### src/rtl/fetch_ctrl_pkg.sv
// Shared types and default constants for the instruction fetch sequencer.
//   fetch_state_t : BOOT (first cycle out of reset), RUN (streaming),
//                   FLUSH (one dead cycle after a redirect)
//   RESET_PC_DFLT : default program counter loaded at reset (word index)
//   PC_STEP_DFLT  : default sequential increment (imem is word-indexed)
package h2bp;

  typedef enum logic [1:0] {
    BOOT  = 2'd0,
    RUN   = 2'd1,
    FLUSH = 2'd2
  } fetch_state_t;

  localparam logic [31:0] RESET_PC_DFLT = 32'd0;
  localparam logic [31:0] PC_STEP_DFLT  = 32'd1;

endpackage

### src/rtl/fetch_ctrl_skid.sv
// One-entry skid buffer holding an instruction and its pc while decode stalls.
//   clk, rst     : clock, synchronous active-high reset (empties the entry)
//   load         : capture data_in/pc_in into the entry
//   clear        : empty the entry (wins over load)
//   data_in/pc_in: instruction word and pc to capture
//   full         : entry holds a valid instruction
//   data/pc      : held instruction word and pc
module fetch_skid
  import h2bp::*;
(
  input  logic        clk,
  input  logic        rst,
  input  logic        load,
  input  logic        clear,
  input  logic [31:0] data_in,
  input  logic [31:0] pc_in,
  output logic        full,
  output logic [31:0] data,
  output logic [31:0] pc
);

  always_ff @(posedge clk) begin
    if (rst) begin
      full <= 1'b0;
      data <= '0;
      pc   <= '0;
    end else if (clear) begin
      full <= 1'b0;
    end else if (load) begin
      full <= 1'b1;
      data <= data_in;
      pc   <= pc_in;
    end
  end

endmodule

### src/rtl/fetch_ctrl.sv
// Fetch sequencer: owns the pc, presents it to imem every cycle, flushes imem
// on redirects and hides imem's one-cycle read latency from decode with a
// one-entry skid buffer.
//   clk, rst      : clock, synchronous active-high reset
//   pc_o          : fetch address to imem
//   flush_o       : imem flush (rst | br_taken_i)
//   instr_i       : imem data for the address presented last cycle
//   br_taken_i    : redirect request from execute, target in br_target_i
//   id_stall_i    : decode cannot accept this cycle
//   if_valid_o    : if_instr_o/if_pc_o carry a real instruction
//   if_instr_o    : instruction to decode, if_pc_o its pc
//   fetch_cnt_o   : instructions accepted by decode
//   bubble_cnt_o  : cycles without a valid instruction outside reset
module fetch_ctrl
  import h2bp::*;
#(
  parameter logic [31:0] RESET_PC = RESET_PC_DFLT,
  parameter logic [31:0] PC_STEP  = PC_STEP_DFLT
) (
  input  logic        clk,
  input  logic        rst,
  output logic [31:0] pc_o,
  output logic        flush_o,
  input  logic [31:0] instr_i,
  input  logic        br_taken_i,
  input  logic [31:0] br_target_i,
  input  logic        id_stall_i,
  output logic        if_valid_o,
  output logic [31:0] if_instr_o,
  output logic [31:0] if_pc_o,
  output logic [31:0] fetch_cnt_o,
  output logic [31:0] bubble_cnt_o
);

  fetch_state_t state_q, state_d;
  logic [31:0]  pc_q, pc_d;
  logic [31:0]  inflight_pc_q;   // address imem is answering this cycle
  logic [31:0]  fetch_cnt_q, bubble_cnt_q;

  logic         skid_full, skid_load, skid_clear;
  logic [31:0]  skid_data, skid_pc;
  logic         accept;

  fetch_skid u_skid (
    .clk     (clk),
    .rst     (rst),
    .load    (skid_load),
    .clear   (skid_clear),
    .data_in (if_instr_o),
    .pc_in   (if_pc_o),
    .full    (skid_full),
    .data    (skid_data),
    .pc      (skid_pc)
  );

  assign pc_o         = pc_q;
  assign flush_o      = rst | br_taken_i;
  assign fetch_cnt_o  = fetch_cnt_q;
  assign bubble_cnt_o = bubble_cnt_q;

  // A held instruction takes precedence over the imem stream; the stream
  // behind it is re-fetched because pc_q stays put while stalled.
  assign if_instr_o = skid_full ? skid_data : instr_i;
  assign if_pc_o    = skid_full ? skid_pc   : inflight_pc_q;
  assign if_valid_o = (state_q == RUN) && !br_taken_i;

  assign accept     = if_valid_o && !id_stall_i;
  assign skid_load  = if_valid_o && id_stall_i && !skid_full && !br_taken_i;
  assign skid_clear = accept || br_taken_i;

  always_comb begin
    state_d = state_q;
    pc_d    = pc_q;
    if (br_taken_i) begin
      state_d = FLUSH;
      pc_d    = br_target_i;
    end else begin
      if (state_q != RUN) state_d = RUN;
      // Advance unless a valid instruction is being held back by decode.
      if (!if_valid_o || !id_stall_i) pc_d = pc_q + PC_STEP;
    end
  end

  always_ff @(posedge clk) begin
    if (rst) begin
      state_q       <= BOOT;
      pc_q          <= RESET_PC;
      inflight_pc_q <= '0;
      fetch_cnt_q   <= '0;
      bubble_cnt_q  <= '0;
    end else begin
      state_q       <= state_d;
      pc_q          <= pc_d;
      inflight_pc_q <= pc_q;
      if (accept)      fetch_cnt_q  <= fetch_cnt_q + 32'd1;
      if (!if_valid_o) bubble_cnt_q <= bubble_cnt_q + 32'd1;
    end
  end

endmodule

### config.mk
export PLATFORM = sky130hd
export DESIGN_NAME = fetch_ctrl
export DESIGN_NICKNAME = d
export VERILOG_FILES = /design/src/rtl/fetch_ctrl_pkg.sv /design/src/rtl/fetch_ctrl_skid.sv /design/src/rtl/fetch_ctrl.sv
export SDC_FILE = /design/constraint.sdc
export NUM_CORES = 1
export LEC_CHECK = 0
export BUFFER_PORTS_ARGS = -buffer_cell sky130_fd_sc_hd__buf_2
export CAP_MARGIN = 20
export CORE_UTILIZATION = 48
export CTS_CLUSTER_DIAMETER = 120
export DETAILED_ROUTE_END_ITERATION = 8
export HOLD_SLACK_MARGIN = 0.02
export PLACE_DENSITY = 0.81
export RECOVER_POWER = 100
export SETUP_SLACK_MARGIN = 0.5
export SLEW_MARGIN = 40
export SYNTH_ARGS = -nofsm -noshare
export SYNTH_HDL_FRONTEND = slang
export SYNTH_SLANG_ARGS = --single-unit
export TNS_END_PERCENT = 5
### constraint.sdc
create_clock -name clk -period 2 [get_ports clk]
set_input_delay 0.1 -clock clk [delete_from_list [all_inputs] [get_ports clk]]
set_output_delay 0.1 -clock clk [all_outputs]
set_load 0.01 [all_outputs]
==> results.toml <==
[placed_design]
portBuffers = 229
gp_congestion = 0.8514
hpwl_um = 16190

[drt]
ant_nets = 0
first_pass_iters = 5
drtIter0Drc = 600
wirelength_um = 25880
detail_route.wl_per_cell_um = 16.62
drc = 0
avgViaCountPerCell = 5.417
vias = 8435

[global_route]
busiest_layer = "met2"
grt_max_degree = 68
grt-ovfl-total = 0
antenna_found_initial = 1
use_met3_pct = 6.659
grt_pass1_wl_um = 39780
met2_usage_pct = 45.95
grt_pass1_vias = 8089
use_met1_pct = 31.56
grt_use_total_pct = 26.87

[pwr]
p_per_area_nw_per_um2 = 710.1
ir_drop_mv = 0.6430
cellLeakagePower_nw = 4.472

[finish]
drive_gt1_share_pct = 24.89
final_common_cell = "dfxtp_1"
area_growth_syn_to_layout_pct = 35.02
most-common-layout-cells = "180 x dfxtp_1, 178 x nand2_1, 129 x clkbuf_1, 103 x buf_2, 88 x a21oi_1"
nNetsFinal = 1384

[flow_run]
max_cap_violations = 0

[clocking]
cts_tree = "yes"
ctsHtreeMaxLevel = 4
clockBufferDepth = 2
cts-buffers-inserted = 17
clk_latency_ps = 440
path_clk_slew_ps = 70
cts-root-buf = "clkbuf_16"
numClockSinks = 195
holdBufCountCts = 63

[timing]
finalMaxSlewViolations = 0
fin_skew_ps = 13.08
rsz0062_at_grt = "yes"
slew_headroom_pct = 10.40
fin_crit_sh_pct = 93.41
worstMarginPinSlew_ps = 1344
fin_crit_ps = 1868
fin_setup_tns_ps = 0
max_freq_mhz = 535.3
hold_violations = 2
holdWs_ps = -3.754
setup_violations = 0

[status]
outcome = "complete, but fails checks"
failed_checks = "hold timing"

[die]
core_area_um2 = 17960
ioPinCount = 230
start_util_pct = 48.97
fp.dieH_um = 137.4
die_w_um = 137.4
num_rows = 49
dieArea_um2 = 18870

[setup_path]
cp_max_fo = 5
path_class = "reg -> out"
critical_path_arrival_ps = 1770
worstSetupStartpointType = "flop"
cp.required_ps = 1900
end_kind = "output pin"

[yosys]
synthArstFlopShare_pct = 0
synth_top_family_by_area = "simple AND/OR/NAND/NOR gates"
synth_fa_ha_area_share_pct = 0.4267
ys_warn_count = 0
synthFlopType = "dfxtp_1"
postSynthAreaPerCell_um2 = 8.797
yosys_register_bits = 195
yosysSeqAreaShare_pct = 44.37
synth.distinct_cells = 61
synth.area.mux_share_pct = 9.046
postSynthCellCount = 1000
syn_nets = 1071
synth_compound_area_share_pct = 7.879
synth-xor-area-share_pct = 7.367
synth-simple-area-share_pct = 27.09
synth_area_um2 = 8797
synth-edff-count = 0

[worst_hold_path]
hp-class = "in -> reg"
## per-stage QoR
stage / std cells / power [W] / setup slack [ps] / area [um^2] / utilization, %
floorplan: 1000 / 0.004504 / 230.3 / 8939 / -
global placement: 1439 / 0.004785 / 162.2 / 10430 / 58.06
detailed placement: 1439 / 0.004799 / 142.1 / 10430 / 58.06
CTS: 1550 / 0.008482 / 194.9 / 12060 / 67.12
global route: 1557 / 0.008737 / 53.49 / 11880 / 66.12
finish: 1557 / 0.008434 / 131.7 / 11880 / 66.12
## power breakdown
| part | internal (W) | total [W] | switching, W |
|---|---|---|---|
| Combinational | 0.000363 | 0.000764 | 0.000400 |
| Sequential | 0.00397 | 0.00407 | 0.0000982 |
| Clock | 0.00195 | 0.00360 | 0.00165 |
## worst paths after layout
kind                                startpoint                           end  slack (ps)  cells past startpoint
setup / recovery      u_skid.full$_SDFFE_PP0P_                    if_pc_o[5]         130                      4
hold / removal                             rst  fetch_cnt_o[11]$_SDFFE_PP0P_          -4                      2
setup reg to reg         pc_o[12]$_SDFFE_PP0P_         pc_o[28]$_SDFFE_PP0P_         140                      5
hold reg to reg   inflight_pc_q[19]$_SDFF_PP0_    u_skid.pc[19]$_SDFFE_PP0P_         450                      2
## final cells by class
type                       instances  area, um^2
antenna                            2       5.005
tap                              229       286.5
multi-input combinational        730        4708
timing repair buffer             354        2245
clock inverter                    13       181.4
inverter                          15       61.31
clock buffer                      19       442.9
sequential                       195        3948
fill                            1446        6086
## cell families (layout without fill, tap and decap cells)
family / count (synthesis) / count (layout)
fa+ha+maj: 3 / 3
compound gates: 127 / 127
buf+inv: 75 / 401
simple gates: 455 / 455
flops: 195 / 195
mux: 71 / 71
xor+xnor: 74 / 74
other cells: 0 / 2
## Yosys cell counts, types with 2 or more instances
cell type | instances | area share [%]
a211oi_1 | 12 | 1.0
a21oi_1 | 89 | 5.1
and3_1 | 15 | 1.1
and4_1 | 10 | 1.0
and4_2 | 2 | 0.23
buf_1 | 3 | 0.13
buf_2 | 15 | 0.85
buf_6 | 2 | 0.26
clkbuf_1 | 38 | 1.6
dfxtp_1 | 195 | 44
ha_1 | 3 | 0.43
inv_1 | 13 | 0.55
mux2_1 | 2 | 0.26
mux2_2 | 66 | 8.4
mux2i_1 | 3 | 0.34
nand2_1 | 179 | 7.6
nand3_1 | 35 | 2.0
nand4_1 | 26 | 1.8
nor2_1 | 81 | 3.5
nor2b_1 | 33 | 2.3
nor3_1 | 11 | 0.63
nor3_2 | 7 | 0.80
nor4_1 | 11 | 0.78
nor4_2 | 4 | 0.57
nor4_4 | 3 | 0.73
nor4b_1 | 3 | 0.30
nor4b_4 | 2 | 0.54
o21ai_0 | 17 | 0.97
o21bai_1 | 2 | 0.17
or3_1 | 14 | 1.0
or4_1 | 2 | 0.17
xnor2_1 | 41 | 4.1
xor2_1 | 33 | 3.3
## registers in the layout, indices dropped and copies added (netlist names)
name / flops
inflight_pc_q: 32
u_skid.pc: 32
pc_o: 32
state_q: 2
u_skid.data: 32
fetch_cnt_o: 32
u_skid.full: 1
bubble_cnt_o: 32
## per-layer routing
metal,up-vias,part of all wire (%)
met4,0,3.7
met2,303,49
met5,-,0
met1,4009,41
met3,69,5.8
li1,4054,-
## repair_timing
item | CTS | global route
endpoints found under the setup margin | 210 | 214
cloned | 4 | 0
pin swaps | 8 | 16
buffers inserted | 12 | 5
hold endpoints to repair | 92 | 14
resized for setup | 39 | 32
## critical path, cell delays in order (launching register included)
cell and delay [ps]:
dfxtp_4 390, clkbuf_2 290, buf_12 170, mux2_1 350, buf_6 130
Note: power is estimated with default switching activity, not from simulation.
